### src/rtl/pc_unit.sv
// Registered program counter with next-PC selection and a circular return-address stack.
// Optional macro PC_ALIGN_CHECK_EN: a misaligned jr target traps to EXC_PC and pulses addr_err.
module pc_unit #(
  parameter int          ADDR_W    = 32,
  parameter logic [31:0] RESET_PC  = 32'h0000_3000,
  parameter logic [31:0] EXC_PC    = 32'h0000_4180,
  parameter int          RAS_DEPTH = 4
) (
  input  logic                         clk,
  input  logic                         rst_n,
  input  logic [31:0]                  instr,
  input  logic                         stall,
  input  logic                         exc_valid,
  input  logic                         branch_taken,
  input  logic                         jump,
  input  logic                         jal,
  input  logic                         jr,
  input  logic [ADDR_W-1:0]            jr_target,
  output logic [ADDR_W-1:0]            pc,
  output logic [ADDR_W-1:0]            pc_plus4,
  output logic [$clog2(RAS_DEPTH):0]   ras_count,
  output logic                         ras_miss,
  output logic                         addr_err
);
  localparam int PW = $clog2(RAS_DEPTH);
  localparam int CW = PW + 1;

  logic [ADDR_W-1:0] pc_q, pc_d;
  logic [PW-1:0]     ptr_q, ptr_d, ptr_m1;
  logic [CW-1:0]     cnt_q, cnt_d;
  logic              miss_q, miss_d;
  logic              aerr_q, aerr_d;
  logic              push;
  logic [ADDR_W-1:0] ras_mem_q [RAS_DEPTH];

  logic [31:0]       pp4_ext, br_tgt32, jmp_tgt32;
  logic [ADDR_W-1:0] br_tgt, jmp_tgt, jr_pc;
  logic              jr_bad;
  logic              unused_instr;

  assign pc_plus4  = pc_q + ADDR_W'(4);
  // Widen to 32 bits so the [31:28] splice is legal for every ADDR_W in 28..32.
  assign pp4_ext   = 32'(pc_plus4);
  assign br_tgt32  = pp4_ext + {{14{instr[15]}}, instr[15:0], 2'b00};
  assign jmp_tgt32 = {pp4_ext[31:28], instr[25:0], 2'b00};
  assign br_tgt    = br_tgt32[ADDR_W-1:0];
  assign jmp_tgt   = jmp_tgt32[ADDR_W-1:0];
  assign ptr_m1    = ptr_q - PW'(1);
  assign unused_instr = ^instr[31:26];

`ifdef PC_ALIGN_CHECK_EN
  assign jr_bad = |jr_target[1:0];
  assign jr_pc  = jr_target;
`else
  assign jr_bad = 1'b0;
  assign jr_pc  = {jr_target[ADDR_W-1:2], 2'b00};
`endif

  always_comb begin
    pc_d   = pc_q;
    ptr_d  = ptr_q;
    cnt_d  = cnt_q;
    miss_d = 1'b0;
    aerr_d = 1'b0;
    push   = 1'b0;
    if (exc_valid) begin
      pc_d = EXC_PC[ADDR_W-1:0];
    end else if (stall) begin
      pc_d = pc_q;
    end else if (branch_taken) begin
      pc_d = br_tgt;
    end else if (jr) begin
      if (jr_bad) begin
        pc_d   = EXC_PC[ADDR_W-1:0];
        aerr_d = 1'b1;
      end else begin
        pc_d = jr_pc;
        if (cnt_q != '0) begin
          ptr_d  = ptr_m1;
          cnt_d  = cnt_q - CW'(1);
          miss_d = (ras_mem_q[ptr_m1] != jr_target);
        end else begin
          miss_d = 1'b1;
        end
      end
    end else if (jump) begin
      pc_d = jmp_tgt;
      if (jal) begin
        // Full stack wraps and overwrites the oldest entry; count saturates.
        push  = 1'b1;
        ptr_d = ptr_q + PW'(1);
        if (cnt_q != CW'(RAS_DEPTH)) cnt_d = cnt_q + CW'(1);
      end
    end else begin
      pc_d = pc_plus4;
    end
  end

  always_ff @(posedge clk or negedge rst_n) begin
    if (!rst_n) begin
      pc_q   <= RESET_PC[ADDR_W-1:0];
      ptr_q  <= '0;
      cnt_q  <= '0;
      miss_q <= 1'b0;
      aerr_q <= 1'b0;
    end else begin
      pc_q   <= pc_d;
      ptr_q  <= ptr_d;
      cnt_q  <= cnt_d;
      miss_q <= miss_d;
      aerr_q <= aerr_d;
    end
  end

  // Entries are don't-care after reset; only ptr/count define validity.
  always_ff @(posedge clk) begin
    if (push) ras_mem_q[ptr_q] <= pc_plus4;
  end

  assign pc        = pc_q;
  assign ras_count = cnt_q;
  assign ras_miss  = miss_q;
  assign addr_err  = aerr_q;
endmodule

### config.mk
export PLATFORM = sky130hd
export DESIGN_NAME = pc_unit
export DESIGN_NICKNAME = d
export VERILOG_FILES = /design/src/rtl/pc_unit.sv
export SDC_FILE = /design/constraint.sdc
export NUM_CORES = 1
export LEC_CHECK = 0
export ABC_AREA = 1
export BUFFER_PORTS_ARGS = -buffer_cell sky130_fd_sc_hd__buf_4
export CORE_ASPECT_RATIO = 1.2
export CORE_MARGIN = 2
export CORE_UTILIZATION = 45
export CTS_CLUSTER_DIAMETER = 200
export CTS_CLUSTER_SIZE = 16
export DETAILED_ROUTE_END_ITERATION = 7
export PLACE_DENSITY = 0.72
export SYNTH_ARGS = -nofsm -noshare
export SYNTH_HDL_FRONTEND = slang
export SYNTH_SLANG_ARGS = --single-unit
### constraint.sdc
create_clock -name clk -period 5.3 [get_ports clk]
set_input_delay 0.795 -clock clk [delete_from_list [all_inputs] [get_ports clk]]
set_output_delay 0.795 -clock clk [all_outputs]
set_load 0.01 [all_outputs]
======== Word level (Yosys, flattened, before mapping) ========
Memory sizes are Yosys's and may differ from the RTL's.
Cells that the tools add are included.
W data, S select, Z words.
word-level totals
  flip-flop bits (word level) ............. 38
  bits in latches ......................... 0
  bits in writable memories ............... 128
  bits in read-only memories .............. 0
  bits of input ports ..................... 72
  output and inout port bits .............. 69
  logic and storage cells ................. 51
  memories ................................ 1
cells by class
  add/sub/neg operators ................... 6
  multiply operators ...................... 0
  divide/modulo/power cells ............... 0
  $lt $le $gt $ge ......................... 0
  eq/ne operators ......................... 4
  shift-type cells ........................ 0
  multiplexer cells ....................... 27
  bitwise operators ....................... 3
  reductions and logical operators ........ 6
memories
  memory     depth  width  rd ports  clocked after memory_dff  write ports  line  RTL
  ras_mem_q  4      32     1         0                         1            34    logic [ADDR_W-1:0] ras_mem_q [RAS_DEPTH];
operator list
  cell                     number
  $mux W32                 4
  $add A32 B3 Y32 const B  1
  $add A32 B32 Y32         1
  $ne A32 B32 Y1           1
  $mux W28                 1
  $mux W3                  5
  $mux W1                  13
  $mux W2                  4
  $reduce_and A7 Y1        1
  $reduce_and A6 Y1        1
  $reduce_bool A2 Y1       3
  $ne A2 B1 Y1 const B     2
  $add A3 B1 Y3 const B    1
  $ne A3 B3 Y1 const B     1
  $not A1 Y1               3
  $reduce_bool A3 Y1       1
  $sub A3 B1 Y3 const B    1
  $add A2 B1 Y2 const B    1
  $sub A2 B1 Y2 const B    1

======== Longest topological paths before layout ========
  depth after elaboration ................. 8
  gate-level depth with buffers ........... 22
  mapped depth without buffers ............ 22

======== Worst setup path after synthesis ========
No wires, ideal clock.
  path kind ............................... input to register
  from .................................... input branch_taken
  to ...................................... memory ras_mem_q[0][10] (enable)
  setup time .............................. 0.417 ns
  arrival time ............................ 2.595 ns
  required time ........................... 4.883 ns
  setup slack ............................. 2.288 ns
  cell stages on the path ................. 6
  buffers on the path ..................... 1
  cells stage by stage .................... buf_2 inv_2 nand2_1 nor2_1 inv_1 nor2_1
between the ends
  longest elaborated chain between the ends .. 5
ends and longest elaborated chain
  element                        line  RTL
  start: declaration             14    input logic branch_taken,
  $mux W1                        70    end else if (branch_taken) begin
  $mux W1                        68    end else if (stall) begin
  $mux W1                        66    if (exc_valid) begin
  $mux W1                        117   if (push) ras_mem_q[ptr_q] <= pc_plus4;
  $mux W1 (not written as such)  117
  end: declaration               34
No other way between the ends.

======== Final worst setup path ========
  from .................................... register pc_q[12] (netlist: pc[12])
  to ...................................... register pc_q[24] (netlist: pc[24])
between the ends
  longest elaborated chain between the ends .. 6
  elaborated cells on any way between the ends .. 7
  classes of those cells .................. add/sub: 2; mux: 5
ends and longest elaborated chain
  element                                                                   line  RTL
  start: declaration                                                        28    logic [ADDR_W-1:0] pc_q, pc_d;
  start signal: assignment                                                  101   pc_q <= RESET_PC[ADDR_W-1:0];
  start signal: assignment                                                  107   pc_q <= pc_d;
  $add A32 B3 Y32 *                                                         41    assign pc_plus4 = pc_q + ADDR_W'(4);
  parallel branches: the longest is 2 deep, another holds $add A32 B32 Y32  --
  $mux W32 *                                                                70
  $mux W32 *                                                                68
  $mux W32 *                                                                66
Mark *: on every way between the ends. The select of a mux whose other input is x is not followed.
A chain may end at the register's enable or synchronous reset.

==> metrics.txt <==
met2 GRT Util approximately 49%; Arr. time, crit path ~3800 ps; area delta synth->final 17.7%; slowest cell on the critical path dfstp_2; simple-gate portion of the synthesized area about a third; Root Buffer clkbuf_16; Max VDD drop between 0.2 and 0.25 mV; cts bufs inserted 17; die height roughly 170 um; Most used DFF post-synth edfxtp_1; final core occ between 50% and 60%; vias per inst 5.38; Post-Syn Area 10500 um2; Setup Fix Bufs, Post-CTS 0; asr flop ratio synth between 20% and 30%; die area 24500 um2; Largest stage delay, worst path roughly 560 ps; # setup viols final 0; Total Wirelength between 30 and 40 mm; startpoint types flip-flop; largest net degree at the start of global routing 65; Synth Instances 1434; unrepaired setup endpoints after global routing no; r2r worst-path depth 16; global routing usage on met1 a little under two fifths; power density cells approximately 370 nW/um2; total gr overflow 0; worst-case clock buffer depth 2; RePlAce Congestion approximately 1.0; complex-gate fraction of the synthesized area about 8%; Critical R2R Launch pc[12]; DIE WIDTH approximately 140 um; required time of the worst setup path 5620 ps; post-CTS sizing 0; max-slew violations 0; fraction of layout cells with a size suffix above 1 between 10% and 20%; GR Util met3 under 10%; multiplexer share of the synthesized area 0%; dpl hpwl 25.7 mm; cell chain of the critical path nand2_1 -> nor2_1 -> nand2_1 -> nor2_4 -> nand2_1 -> nand2_1 -> nand2_1 -> ha_1 -> a21oi_1 -> o21ai_0 -> a21oi_1 -> nand3_1 -> nand2_1 -> nand3_1 -> nand2_1 -> nand2_1; Worst-path clk slew around 70 ps; Worst Skew approximately 14 ps; Slew headroom between 40% and 50%; Ys Warns 0; Final nets around 1.7k; CP delay by family, top simple AND/OR/NAND/NOR gates; initial antenna violation count 0; IO Count roughly 140; CP bufs+invs 0; first drt pass iteration count 5; Tot GR Track Use between 20% and 30%; CORE AREA 23000 um2; vias in the first global route approximately 9.3k; EDFF count, synth 120; flops & latches, synth 156; Setup TNS Final 0 ps; Synth Area in Adders 5.17%; Worst-Margin Slew 857 ps; CTS tree built; Tot Pwr 4.58 mW; initial drt markers 1039; Fin. Hold Viols 0; gr busiest metal met2; WL/cell roughly 18 um; Syn Area/Cell between 7 and 8 um2; fmax 0.287 GHz; Port Buffers 129; Starting Density 45.5%; first-pass GRT wire length 52.4 mm; # DRC 0; WS Path Type reg2reg; vias post-DR 10.1k; clock network latency to the later pin of the worst-skew pair approximately 430 ps; Worst Setup End Kind flip-flop; clk sinks between 150 and 200; Post-Synth XOR/XNOR Area between 2 and 2.5%; Yosys cell types 43; Seq/Total Area, Yosys between 40% and 50%; worst hold path class in2async; antenna viol nets, final 0; RR Endpoint pc[24]; Site Rows 61; Leakage Power just under 6 nW; final period utilization around two thirds; status finished, final reports clean; H-tree levels 4; minimum clock period ~3500 ps; main combinational cell family by area after synthesis simple AND/OR/NAND/NOR gates; R2R setup slack 1820 ps; Most common cell on crit path nand2_1; Hold Buf Count CTS 0; max_cap viols 0; CP Max Fanout 8
## per-stage QoR
stage	instance area [um2]	setup slack, ps	std cells	hold WS, ps
2_1_floorplan	10500	2290	1438	499
3_3_place_gp	11700	1890	1848	516
3_5_place_dp	11700	1900	1848	523
4_1_cts	12300	1890	1880	346
5_1_grt	12300	1590	1880	358
6_report	12300	1820	1881	338
## power breakdown
group | internal [mW] | total, mW | leakage, nW | switching (mW)
registers | 1.38 | 1.44 | 1.55 | 0.0547
clock network | 0.667 | 1.22 | 0.276 | 0.555
logic | 0.623 | 1.93 | 4.08 | 1.30
## cells in the final DEF, fill, tap and decap left out, types with 3 or more instances in the layout
cell	count
a21oi_1	75
a31oi_1	3
buf_4	142
clkbuf_16	17
clkinvlp_4	3
conb_1	5
dfrtp_1	33
edfxtp_1	120
ha_1	40
inv_1	155
inv_2	5
inv_6	4
inv_8	4
nand2_1	530
nand3_1	138
nand3_2	3
nand3b_1	10
nand4_1	10
nor2_1	127
nor2_2	6
nor2_4	4
nor3_1	5
o211ai_1	4
o21ai_0	50
o21ai_1	11
o21bai_1	5
xnor2_1	11
xor2_1	18
## area by class of cell
cell class	count	area (um2)
clock inverters	14	150
multi-input cells	1073	5150
fillers	2145	10700
diodes	1	2.50
repair buffers	142	1070
flip-flops and latches	156	4510
inverters	162	608
clock buffers	18	429
well taps	315	394
## cells by family after synthesis
group	after synthesis
AO/OA/AOI/OAI	154
XOR/XNOR	29
adder cells (fa/ha/maj)	42
buffers and inverters	209
flip-flops	156
other	1
AND/OR/NAND/NOR	843
## metal layers
metal	vias up	part of all wire, %	routed length, um
met5	-	0	0
met1	4714	41	14200
met3	71	7.1	2470
li1	4869	-	-
met2	468	49	16900
met4	0	3.3	1150
## Yosys cell counts, types with 2 or more instances
| cell type | count | area share, % |
|---|---|---|
| a21oi_1 | 75 | 3.6 |
| a31oi_1 | 3 | 0.18 |
| and2_1 | 2 | 0.12 |
| buf_1 | 5 | 0.18 |
| buf_2 | 20 | 0.96 |
| buf_4 | 5 | 0.36 |
| clkbuf_1 | 17 | 0.61 |
| clkinv_1 | 2 | 0.072 |
| dfrtp_1 | 34 | 8.1 |
| dfstp_2 | 2 | 0.50 |
| edfxtp_1 | 120 | 34 |
| fa_1 | 2 | 0.38 |
| ha_1 | 40 | 4.8 |
| inv_1 | 155 | 5.6 |
| inv_2 | 5 | 0.18 |
| nand2_1 | 530 | 19 |
| nand2_2 | 2 | 0.12 |
| nand2_4 | 2 | 0.22 |
| nand3_1 | 138 | 6.6 |
| nand3_2 | 3 | 0.29 |
| nand3b_1 | 10 | 0.72 |
| nand4_1 | 10 | 0.60 |
| nor2_1 | 131 | 4.7 |
| nor2_2 | 2 | 0.12 |
| nor2_4 | 4 | 0.43 |
| nor3_1 | 5 | 0.24 |
| o211ai_1 | 4 | 0.29 |
| o21ai_0 | 50 | 2.4 |
| o21ai_1 | 11 | 0.53 |
| o21bai_1 | 5 | 0.36 |
| xnor2_1 | 11 | 0.92 |
| xor2_1 | 18 | 1.5 |
## registers in the layout, indices dropped and copies added, names as in the netlist
| signal | flops |
|---|---|
| ras_mem_q | 120 |
| pc | 30 |
| ras_count | 3 |
| ptr_q | 2 |
| ras_miss | 1 |
## worst max-delay path by stage
stage	from	to	slack [ps]	cells past startpoint
5_1_grt	pc[12]	pc[29]	1590	19
3_5_place_dp	pc[12]	pc[24]	1900	16
2_1_floorplan	branch_taken	ras_mem_q[0][10]	2290	6
3_3_place_gp	pc[12]	pc[24]	1890	16
4_1_cts	pc[12]	pc[24]	1890	16
6_report	pc[12]	pc[24]	1820	16
Power figures use the tool's default switching activity.
